[src/rtl/pal_sync_gen.sv]
// PAL-style sync generator: produces the HSn/FSn strobes, the blanking windows
// and the raster position from one clock qualified by CE.
module pal_sync_gen #(
  parameter int unsigned H_TOTAL     = 448,
  parameter int unsigned HS_WIDTH    = 32,
  parameter int unsigned H_ACT_START = 96,
  parameter int unsigned H_ACT_LEN   = 256,
  parameter int unsigned V_TOTAL     = 312,
  parameter int unsigned FS_START    = 0,
  parameter int unsigned FS_LINES    = 8,
  parameter int unsigned FS_HOFF     = 224,
  parameter int unsigned V_ACT_START = 40,
  parameter int unsigned V_ACT_LEN   = 192
) (
  input  logic       CLK,
  input  logic       RSTn,
  input  logic       CE,
  input  logic       Restart,
  output logic       HSn,
  output logic       FSn,
  output logic       HBLANKn,
  output logic       VBLANKn,
  output logic [9:0] Col,
  output logic [8:0] Row,
  output logic       FrameTick
);

  localparam logic [9:0]  H_LAST  = 10'(H_TOTAL - 1);
  localparam logic [9:0]  HS_W    = 10'(HS_WIDTH);
  localparam logic [10:0] HA_S    = 11'(H_ACT_START);
  localparam logic [10:0] HA_E    = 11'(H_ACT_START + H_ACT_LEN);
  localparam logic [9:0]  FS_H    = 10'(FS_HOFF);
  localparam logic [8:0]  V_LAST  = 9'(V_TOTAL - 1);
  localparam logic [8:0]  FS_V0   = 9'(FS_START);
  localparam logic [8:0]  FS_V1   = 9'(FS_START + FS_LINES);
  localparam logic [9:0]  VA_S    = 10'(V_ACT_START);
  localparam logic [9:0]  VA_E    = 10'(V_ACT_START + V_ACT_LEN);

  logic [9:0] hcnt, hnext;
  logic [8:0] vcnt, vnext;
  logic       fs_win;
  logic [10:0] hx;
  logic [9:0]  vx;

  // Next raster position, and whether that position lies inside the field-sync window.
  // FSn is decoded from position rather than toggled on edges, so a Restart landing
  // anywhere yields the correct level without extra state.
  always_comb begin
    hnext = hcnt;
    vnext = vcnt;
    if (Restart) begin
      hnext = '0;
      vnext = '0;
    end else if (hcnt == H_LAST) begin
      hnext = '0;
      vnext = (vcnt == V_LAST) ? '0 : vcnt + 9'd1;
    end else begin
      hnext = hcnt + 10'd1;
    end
    hx = {1'b0, hnext};
    vx = {1'b0, vnext};
    fs_win = ((vnext > FS_V0) || ((vnext == FS_V0) && (hnext >= FS_H))) &&
             ((vnext < FS_V1) || ((vnext == FS_V1) && (hnext < FS_H)));
  end

  // Counters and outputs, all registered from the next-position decode.
  always_ff @(posedge CLK or negedge RSTn) begin
    if (!RSTn) begin
      hcnt      <= H_LAST;
      vcnt      <= V_LAST;
      HSn       <= 1'b1;
      FSn       <= 1'b1;
      HBLANKn   <= 1'b0;
      VBLANKn   <= 1'b0;
      FrameTick <= 1'b0;
    end else if (CE) begin
      hcnt      <= hnext;
      vcnt      <= vnext;
      HSn       <= !(hnext < HS_W);
      FSn       <= !fs_win;
      HBLANKn   <= (hx >= HA_S) && (hx < HA_E);
      VBLANKn   <= (vx >= VA_S) && (vx < VA_E);
      FrameTick <= (hnext == '0) && (vnext == '0);
    end else begin
      FrameTick <= 1'b0;
    end
  end

  assign Col = hcnt;
  assign Row = vcnt;

endmodule

[config.mk]
export PLATFORM = sky130hd
export DESIGN_NAME = pal_sync_gen
export DESIGN_NICKNAME = d
export VERILOG_FILES = /design/src/rtl/pal_sync_gen.sv
export SDC_FILE = /design/constraint.sdc
export NUM_CORES = 1
export LEC_CHECK = 0
export BUFFER_PORTS_ARGS = -buffer_cell sky130_fd_sc_hd__buf_4
export CELL_PAD_IN_SITES_DETAIL_PLACEMENT = 1
export CELL_PAD_IN_SITES_GLOBAL_PLACEMENT = 2
export CORE_MARGIN = 1
export CORE_UTILIZATION = 30
export DETAILED_ROUTE_END_ITERATION = 8
export HOLD_SLACK_MARGIN = 0.08
export PLACE_DENSITY_LB_ADDON = 0.08
export SKIP_LAST_GASP = 1
export SYNTH_ARGS = -nofsm -noshare
export SYNTH_HDL_FRONTEND = slang
export SYNTH_SLANG_ARGS = --single-unit
[constraint.sdc]
create_clock -name CLK -period 2.9 [get_ports CLK]
set_clock_uncertainty 0.15 [all_clocks]
set_input_delay 0.145 -clock CLK [delete_from_list [all_inputs] [get_ports CLK]]
set_output_delay 0.145 -clock CLK [all_outputs]
set_load 0.005 [all_outputs]
==> out/results.ini, run 1 <==
[outcome]
run_status = completed

[timing]
slew_viol_final = 0
hold_violations = 0
timing.slew.headroom_pct = 60.0
worst-slew-pin-transition_ns = 0.592
finalSetupTns_ns = 0
finalCritPeriodShare_pct = 95.6
final.min_clock_period_ns = 2.77
finalSetupViolations = 0
achievable_frequency_mhz = 361
setup_repair_after_global_routing_missed_its_margin = false

[synthesis]
post_synthesis_cell_count = 186
synth_top_family_by_area = simple AND/OR/NAND/NOR gates
postSynthAreaPerCell_um2 = 8.81
synth_adder_area_share_pct = 2.29
synth-seq-cells = 24
synth.most_common_cell = nand2_1
post-synth-top-area-cell = dfstp_2
synth.area.mux_share_pct = 6.11
synth-seq-area-share_pct = 37.9
synth.top_cells.by_area = dfstp_2 (26%), dfrtp_1 (12%), mux2_2 (5.5%)
synth-compound-area-share_pct = 22.1
synth_largest_type_area_fraction_pct = 25.6
synth.distinct_cells = 50
fraction_of_registers_with_async_set_reset_pct = 100
synth_flop_cell = dfstp_2
netlist_area_mm2 = 0.00164
syn-num-nets = 193
synth-xor-area-share_pct = 3.74
synth_enable_flop_cells = 0
synth.cells.most_frequent = nand2_1 (19), dfstp_2 (16), nor2_1 (13), o21ai_0 (13), nand3_1 (10)
ys.warnings.count = 0
share_of_synthesized_cell_area_in_and_or_nand_and_nor_gates_pct = 24.4

[pwr]
power.static_leakage_nw = 0.869
pwr_density_cell_mw_per_mm2 = 380
swShare_pct = 24.6
p_switching_mw = 0.194
power.share.combinational_pct = 14.1
power_share_of_the_clock_group_pct = 38.3
total_power_mw = 0.787
sequentialPowerShare_pct = 47.6
peakVddDrop_v = 0.000140
cellInternalPower_mw = 0.593

[placement]
place_hpwl_mm = 3.65
placed_instance_area_mm2 = 0.00197
port-buffer-count = 27
inst_count_dp = 285
finalWeightedCongestion = 0.796

[routing]
route.final.wire_length_mm = 5.01
drt-wirelength-per-cell_um = 17.2
avgViaCountPerCell = 5.43
drt-pass1-iter-count = 4
drcViolationCount = 0
via_count = 1585
ant_nets = 0
detailedRoute.firstIterationViolations = 73

[global_route]
grt_first_pass_wirelength_mm = 8.60
gr-total-overflow = 0
initial_antenna_violation_count = 0
grt_start_max_net_pins = 25
first_global_vias = 1686
grtUsageTotal_pct = 18.5

[floorplanning]
coreArea_mm2 = 0.00517
floorplan.initialDensity_pct = 31.7
row_count = 26
die_area_mm2 = 0.00576
die_h_um = 75.9
ios = 28
die_width_um = 75.9

[flow_run]
maxCapViolations = 0

[clock_network]
post_cts_buffers = 0
clockBufferDepth = 2
cts_tree = built
clock_sinks = 24
clock_latency_late_sink_ns = 0.27
cts.clk_slew.worst_paths_ns = 0.09
clock_tree.root_cell = clkbuf_8
htree_num_levels = 1
cts_inserted_buffers = 3

[layout]
drive_above_1_share_pct = 31.5
insertedDiodeCount = 0
signed_area_change_from_the_synthesized_netlist_to_the_final_layout_pct = 26.5
fin_nets = 230
instances_no_fill = 292
final_cell_area_mm2 = 0.00207
fillCellCount = 612
postLayoutCoreUtil_pct = 40.1

[setup_path]
maximum_fanout_along_the_worst_path = 6
worstSetupPathType = reg -> reg
cell_at_the_slowest_stage_of_the_critical_path = dfstp_2
timing.critical_path.cells = or3b_1 -> or3_4 -> or4b_1 -> a22oi_2 -> a21oi_1 -> nor3_2 -> and3_1
cpPeakStageDelay_ns = 0.58
critPathCaptureType = register
cp_top_family = simple AND/OR/NAND/NOR gates
timing.critical_path.required_ns = 2.96
critPathBufInv = 0
cp.arrival_ns = 2.84
startpoint_type = register

[hold_path]
hold_class = in -> async

## area by class of cell
type | instances | area [um^2] | area share (%)
well taps | 70 | 87.6 | 4.22
multi-input cells | 147 | 963 | 46.5
inverters | 8 | 30.0 | 1.45
clock buffers | 3 | 41.3 | 1.99
repair buffers | 39 | 300 | 14.5
clock inverters | 1 | 30.0 | 1.45
flip-flops and latches | 24 | 621 | 29.9
## power by group through the flow
stage | logic, mW | clock network, mW | registers [mW]
6_report | 0.111 | 0.301 | 0.375
5_1_grt | 0.123 | 0.328 | 0.378
4_1_cts | 0.112 | 0.316 | 0.375
3_5_place_dp | 0.108 | 0 | 0.380
3_3_place_gp | 0.105 | 0 | 0.379
2_1_floorplan | 0.0568 | 0 | 0.376
## final timing paths
kind,startpoint,to,slack [ns],depth (start not counted)
max,Col[8],FrameTick,0.13,7
min,RSTn,Row[7],0.16,2
max reg2reg,Col[8],FrameTick,0.13,7
min reg2reg,VBLANKn,VBLANKn,0.35,2
max in group asynchronous,RSTn,Col[0],2.14,2
min in group CLK,VBLANKn,VBLANKn,0.35,2
## logic make-up after synthesis
group,Yosys count
simple gates,74
compound gates,54
flops,24
buf+inv,15
mux,9
xor+xnor,7
fa+ha+maj,3
## cell usage in the layout, fill, tap and decap left out, drive strengths merged, types with 3 or more instances in the layout
cell type / n
nor2: 13
xor2: 4
a21oi: 8
dlygate4sd3: 3
o31ai: 3
and2: 5
and3: 4
nor3: 7
inv: 8
dfrtp: 8
or3: 3
nand3: 10
buf: 36
o21ai: 19
ha: 3
xnor2: 3
a31oi: 3
o41ai: 4
dfstp: 16
mux2: 8
clkbuf: 3
nand2: 19
## metrics by stage
| stage | hold WS (ns) | worst slack (ns) |
|---|---|---|
| detailed placement | -0.0820 | 0.131 |
| global route | 0.181 | 0.00561 |
| CTS | 0.168 | 0.113 |
| finish | 0.163 | 0.127 |
| floorplan | -0.301 | 0.151 |
| global placement | -0.0872 | 0.169 |
## state kept, by name (all words and copies together), names as in the netlist
| name | cells |
|---|---|
| Row | 9 |
| VBLANKn | 1 |
| HSn | 1 |
| FSn | 1 |
| Col | 10 |
| HBLANKn | 1 |
| FrameTick | 1 |
## timing repair
item / in CTS / in global routing
hold endpoints to repair: 28 / 0
endpoints found under the setup margin: 0 / 1
hold buffers: 3 / 0
resized for setup: 0 / 1
## layer usage
| metal | global-route usage [%] | share of wire (%) | vias up |
|---|---|---|---|
| met5 | 0 | 0 | - |
| met4 | 4.04 | 1.4 | 0 |
| met3 | 2.41 | 2.7 | 9 |
| met2 | 32.5 | 48 | 28 |
| met1 | 24.3 | 48 | 788 |
| li1 | - | - | 760 |
Note: power is estimated with default switching activity, not from simulation.
==> inputs of run 2 (changes only) <==
==> config.mk (replaced) <==
export PLATFORM = sky130hd
export DESIGN_NAME = pal_sync_gen
export DESIGN_NICKNAME = d
export VERILOG_FILES = /design/src/rtl/pal_sync_gen.sv
export SDC_FILE = /design/constraint.sdc
export NUM_CORES = 1
export LEC_CHECK = 0
export CELL_PAD_IN_SITES_DETAIL_PLACEMENT = 1
export CELL_PAD_IN_SITES_GLOBAL_PLACEMENT = 2
export CORE_MARGIN = 1
export CORE_UTILIZATION = 34
export DETAILED_ROUTE_END_ITERATION = 8
export DONT_BUFFER_PORTS = 1
export HOLD_SLACK_MARGIN = 0.08
export PLACE_DENSITY_LB_ADDON = 0.08
export SKIP_LAST_GASP = 1
export SLEW_MARGIN = 10
export SYNTH_ARGS = -nofsm -noshare
export SYNTH_HDL_FRONTEND = slang
export SYNTH_SLANG_ARGS = --single-unit
==> out/results.ini, run 2 (synthesis gave the netlist of run 1 again) <==
[timing]
post-route-worst-setup-slack_ns = 0.141
final.min_clock_period_ns = 2.76
finalSetupTns_ns = 0
achievable_frequency_mhz = 362
finalSetupViolations = 0
slew_viol_final = 0
worst-slew-pin-transition_ns = 0.889
timing.slew.headroom_pct = 40.5
setup_repair_after_global_routing_missed_its_margin = true
hold_violations = 0
fin_hold_ws_ns = 0.0837
finalCritPeriodShare_pct = 95.1

[setup_path]
maximum_fanout_along_the_worst_path = 6
cpPeakStageDelay_ns = 0.59
ff2ff_setup_slack_ns = 0.14
timing.rr.start = Col[8]
timing.critical_path.required_ns = 2.96
timing.critical_path.cells = or3b_1 -> or3_4 -> or4b_1 -> a22oi_2 -> a21oi_1 -> nor3_2 -> and3_1
startpoint_type = register
worstSetupEndpoint = FrameTick
worst_setup_path_startpoint = Col[8]
timing.reg2reg.worst_path_depth = 7
cell_at_the_slowest_stage_of_the_critical_path = dfstp_2
cp.arrival_ns = 2.82
worstSetupPathType = reg -> reg
critPathCaptureType = register
reg2reg_to = FrameTick

[global_route]
grtUsageTotal_pct = 21.5
first_global_vias = 1605
grt_start_max_net_pins = 25
initial_antenna_violation_count = 0
grt_first_pass_wirelength_mm = 8.57
gr-total-overflow = 0

[pwr]
power.share.combinational_pct = 12.1
pwr_density_cell_mw_per_mm2 = 405
power.static_leakage_nw = 0.746
peakVddDrop_v = 0.000223
p_switching_mw = 0.186
cellInternalPower_mw = 0.580
swShare_pct = 24.3
sequentialPowerShare_pct = 49.0
total_power_mw = 0.765
power_share_of_the_clock_group_pct = 38.9

[floorplanning]
die_h_um = 71.4
die_area_mm2 = 0.00510
row_count = 24
die_width_um = 71.4
coreArea_mm2 = 0.00450
ios = 28
floorplan.initialDensity_pct = 36.4

[layout]
regArea_um2 = 621
postLayoutCoreUtil_pct = 42.0
drive_above_1_share_pct = 24.4
final_cell_area_mm2 = 0.00189
final_cell_mix = nand2_1 (19), dfstp_2 (16), o21ai_0 (13), nor2_1 (13)
mostFrequentLayoutCell = nand2_1
signed_area_change_from_the_synthesized_netlist_to_the_final_layout_pct = 15.3
fillCellCount = 546
insertedDiodeCount = 0
fin_nets = 205
instances_no_fill = 249
largest_register_ffs = 10
multi_input_area_um2 = 978

[routing]
drcViolationCount = 0
drt-pass1-iter-count = 4
detailedRoute.firstIterationViolations = 73
avgViaCountPerCell = 6.07
ant_nets = 0
topRoutingLayerUsed = met4
via_count = 1511
route.final.wire_length_mm = 4.96
met2_length_mm = 2.41
routed-wl-met3_um = 257
drt-wirelength-per-cell_um = 19.9
drt-met1-wl_mm = 2.27

[placement]
placed_instance_area_mm2 = 0.00175
finalWeightedCongestion = 0.818
inst_count_dp = 241
place_hpwl_mm = 3.56
port-buffer-count = 0
placement.setup.worst_slack_ns = 0.111

[clock_network]
htree_num_levels = 1
cts_tree = built
clock_sinks = 24
post_cts_buffers = 0
clockBufferDepth = 2
clock_latency_late_sink_ns = 0.27
cts_inserted_buffers = 3
cts.clk_slew.worst_paths_ns = 0.09
clock_tree.root_cell = clkbuf_8

[flow_run]
maxCapViolations = 0

[outcome]
run_status = completed

[hold_path]
hold_class = in -> reg

==> run 2: changes by cell type in the layout (fill, tap and decap cells not counted) <==
cell / delta
o31ai_1: -2
buf_12: +1
buf_4: -26
nor3_1: -1
nor3_2: +1
o31ai_2: +2
==> run 2: timing repair <==
item                                   CTS  global route
hold buffers                             4             0
setup endpoints to repair                0             3
endpoints found under the hold margin   48             0
gates resized for setup                  0             4
==> run 2: power by group through the flow <==
| stage | sequential [mW] | combinational [mW] | clock [mW] |
|---|---|---|---|
| finish | 0.375 | 0.0923 | 0.298 |
| global route | 0.378 | 0.105 | 0.319 |
| CTS | 0.376 | 0.0936 | 0.305 |
| detailed placement | 0.381 | 0.0716 | 0 |
| global placement | 0.380 | 0.0686 | 0 |
| floorplan | 0.376 | 0.0568 | 0 |
==> run 2: area by class of cell <==
class                   count  share of cell area, %
clock buffers               3                   2.18
repair buffers             14                   6.62
inverters                   8                   1.59
well taps                  52                   3.44
multi-input cells         147                   51.8
flip-flops and latches     24                   32.8
clock inverters             1                   1.59
==> run 2: per-layer routing <==
layer  track usage [%]  vias up
met4              3.78        0
li1                  -      716
met1              28.8      758
met2              36.4       35
met3              4.36        2
met5                 0        -
==> run 2: worst min path at each step <==
stage,from,end,slack (ns),cells past startpoint
detailed placement,RSTn,Row[7],-0.30,0
CTS,Restart,FSn,0.08,3
floorplan,RSTn,Col[6],-0.30,0
global placement,RSTn,Row[7],-0.30,0
global route,CE,Col[1],0.12,2
finish,Restart,FSn,0.08,3
==> run 2: worst max-delay path: cells and delay by family, from the launching register on <==
family,cells,cell delay (ns)
simple gates,5,1.68
flops,1,0.59
compound gates,2,0.28
==> inputs of run 3 (changes only) <==
--- a/config.mk
+++ b/config.mk
@@ -14,7 +14,6 @@
 export HOLD_SLACK_MARGIN = 0.08
 export PLACE_DENSITY_LB_ADDON = 0.08
 export SKIP_LAST_GASP = 1
-export SLEW_MARGIN = 10
 export SYNTH_ARGS = -nofsm -noshare
 export SYNTH_HDL_FRONTEND = slang
 export SYNTH_SLANG_ARGS = --single-unit
==> constraint.sdc (replaced) <==
create_clock -name CLK -period 2.9 [get_ports CLK]
set_clock_uncertainty 0.15 [all_clocks]
set_input_delay 0.29 -clock CLK [delete_from_list [all_inputs] [get_ports CLK]]
set_output_delay 0.29 -clock CLK [all_outputs]
set_load 0.005 [all_outputs]
==> out/results.ini, run 3 (synthesis gave the netlist of run 1 again) <==
[timing]
fin_hold_ws_ns = 0.0780
finalSetupTns_ns = 0
final.min_clock_period_ns = 2.76
hold_violations = 0
achievable_frequency_mhz = 362
finalCritPeriodShare_pct = 95.2
timing.slew.headroom_pct = 47.4
slew_viol_final = 0
finalSetupViolations = 0
setup_repair_after_global_routing_missed_its_margin = true
worst-slew-pin-transition_ns = 0.786

[floorplanning]
row_count = 24
die_width_um = 71.4
floorplan.initialDensity_pct = 36.4
die_h_um = 71.4
die_area_mm2 = 0.00510
coreArea_mm2 = 0.00450
ios = 28

[setup_path]
timing.critical_path.required_ns = 2.90
cell_at_the_slowest_stage_of_the_critical_path = dfstp_2
critPathCaptureType = register
maximum_fanout_along_the_worst_path = 12
timing.reg2reg.worst_path_depth = 8
timing.critical_path.cells = or3b_1 -> or3_4 -> buf_4 -> o21ai_1 -> o31ai_2 -> o21ai_1 -> nor3b_1 -> o41ai_1
timing.rr.start = Col[8]
worstSetupPathType = reg -> reg
cp.arrival_ns = 2.76
ff2ff_setup_slack_ns = 0.14
critical_path.most_common_cell = o21ai_1
critPathBufInv = 1
reg2reg_to = VBLANKn
cpPeakStageDelay_ns = 0.59
startpoint_type = register
cp_top_family = simple AND/OR/NAND/NOR gates

[routing]
ant_nets = 0
via_count = 1506
avgViaCountPerCell = 6.05
detailedRoute.firstIterationViolations = 77
drt-wirelength-per-cell_um = 20.2
drt-pass1-iter-count = 4
drcViolationCount = 0
route.final.wire_length_mm = 5.02

[hold_path]
hold_class = in -> reg
hold-path-endpoint = Col[6]
hold_path.startpoint = CE
holdPathStages = 3

[clock_network]
clockBufferDepth = 2
clock_sinks = 24
clock_tree.root_cell = clkbuf_8
clock_latency_late_sink_ns = 0.27
cts.clk_slew.worst_paths_ns = 0.09
cts_tree = built
cts_inserted_buffers = 3
htree_num_levels = 1

[placement]
finalWeightedCongestion = 0.818
port-buffer-count = 0
placed_instance_area_mm2 = 0.00175
place_hpwl_mm = 3.56

[flow_run]
maxCapViolations = 0

[outcome]
run_status = completed

[global_route]
gr-total-overflow = 0
grt_start_max_net_pins = 25
grtUsageTotal_pct = 21.6
first_global_vias = 1615
grt_first_pass_wirelength_mm = 8.59
initial_antenna_violation_count = 0

[layout]
final_cell_area_mm2 = 0.00189
postLayoutCoreUtil_pct = 42.0
largest_register_ffs = 10
drive_above_1_share_pct = 24.4
mostFrequentLayoutCell = nand2_1
final_cell_mix = nand2_1 (19), dfstp_2 (16), o21ai_0 (13), nor2_1 (13)
fin_nets = 205
signed_area_change_from_the_synthesized_netlist_to_the_final_layout_pct = 15.3
insertedDiodeCount = 0

[pwr]
power.static_leakage_nw = 0.746
peakVddDrop_v = 0.000223
pwr_density_cell_mw_per_mm2 = 404

[run 3: what timing repair did]
| item | in CTS | in global routing |
|---|---|---|
| endpoints found under the setup margin | 0 | 2 |
| resized for setup | 0 | 4 |
| hold buffers | 4 | 0 |
| buffers inserted | 0 | 0 |
| hold endpoints to repair | 41 | 0 |
[run 3: worst max-delay path by stage]
stage | startpoint | endpoint | depth (start not counted)
after global routing | Col[8] | FSn | 8
final | Col[8] | VBLANKn | 8
after detailed placement | Col[8] | VBLANKn | 7
after floorplan | Col[1] | FrameTick | 8
after CTS | Col[8] | VBLANKn | 7
after global placement | Col[8] | VBLANKn | 7
[run 3: power breakdown]
part           total (mW)  switching [mW]  internal [mW]
registers           0.375          0.0180          0.357
clock network       0.299           0.115          0.185
logic              0.0905          0.0522         0.0383
[run 3: layout make-up]
cell class,instances,area (um^2)
flip-flops and latches,24,621
multi-input cells,147,978
clock buffers,3,41.3
repair buffers,14,125
inverters,8,30.0
fillers,546,2610
well taps,52,65.1
clock inverters,1,30.0
[run 3: worst register-to-register path, delay by kind of cell (launching register included)]
family	cells	cell delay [ns]
AO/OA/AOI/OAI	4	0.85
buffers and inverters	1	0.19
flip-flops	1	0.59
AND/OR/NAND/NOR	3	0.87
[run 3: metal layers]
metal | up-vias | GRT usage, % | part of all wire, %
met4 | 0 | 3.78 | 0.38
met1 | 763 | 28.2 | 46
met3 | 2 | 4.22 | 4.2
met2 | 25 | 37.5 | 49
met5 | - | 0 | 0
li1 | 716 | - | -
[run 3: stage by stage]
stage	setup WS (ns)	total power, mW	std cells
after floorplan	0.151	0.433	186
after global placement	0.0894	0.448	241
after detailed placement	0.111	0.452	241
after CTS	0.0882	0.772	249
after global routing	-0.00905	0.800	249
final	0.139	0.764	249
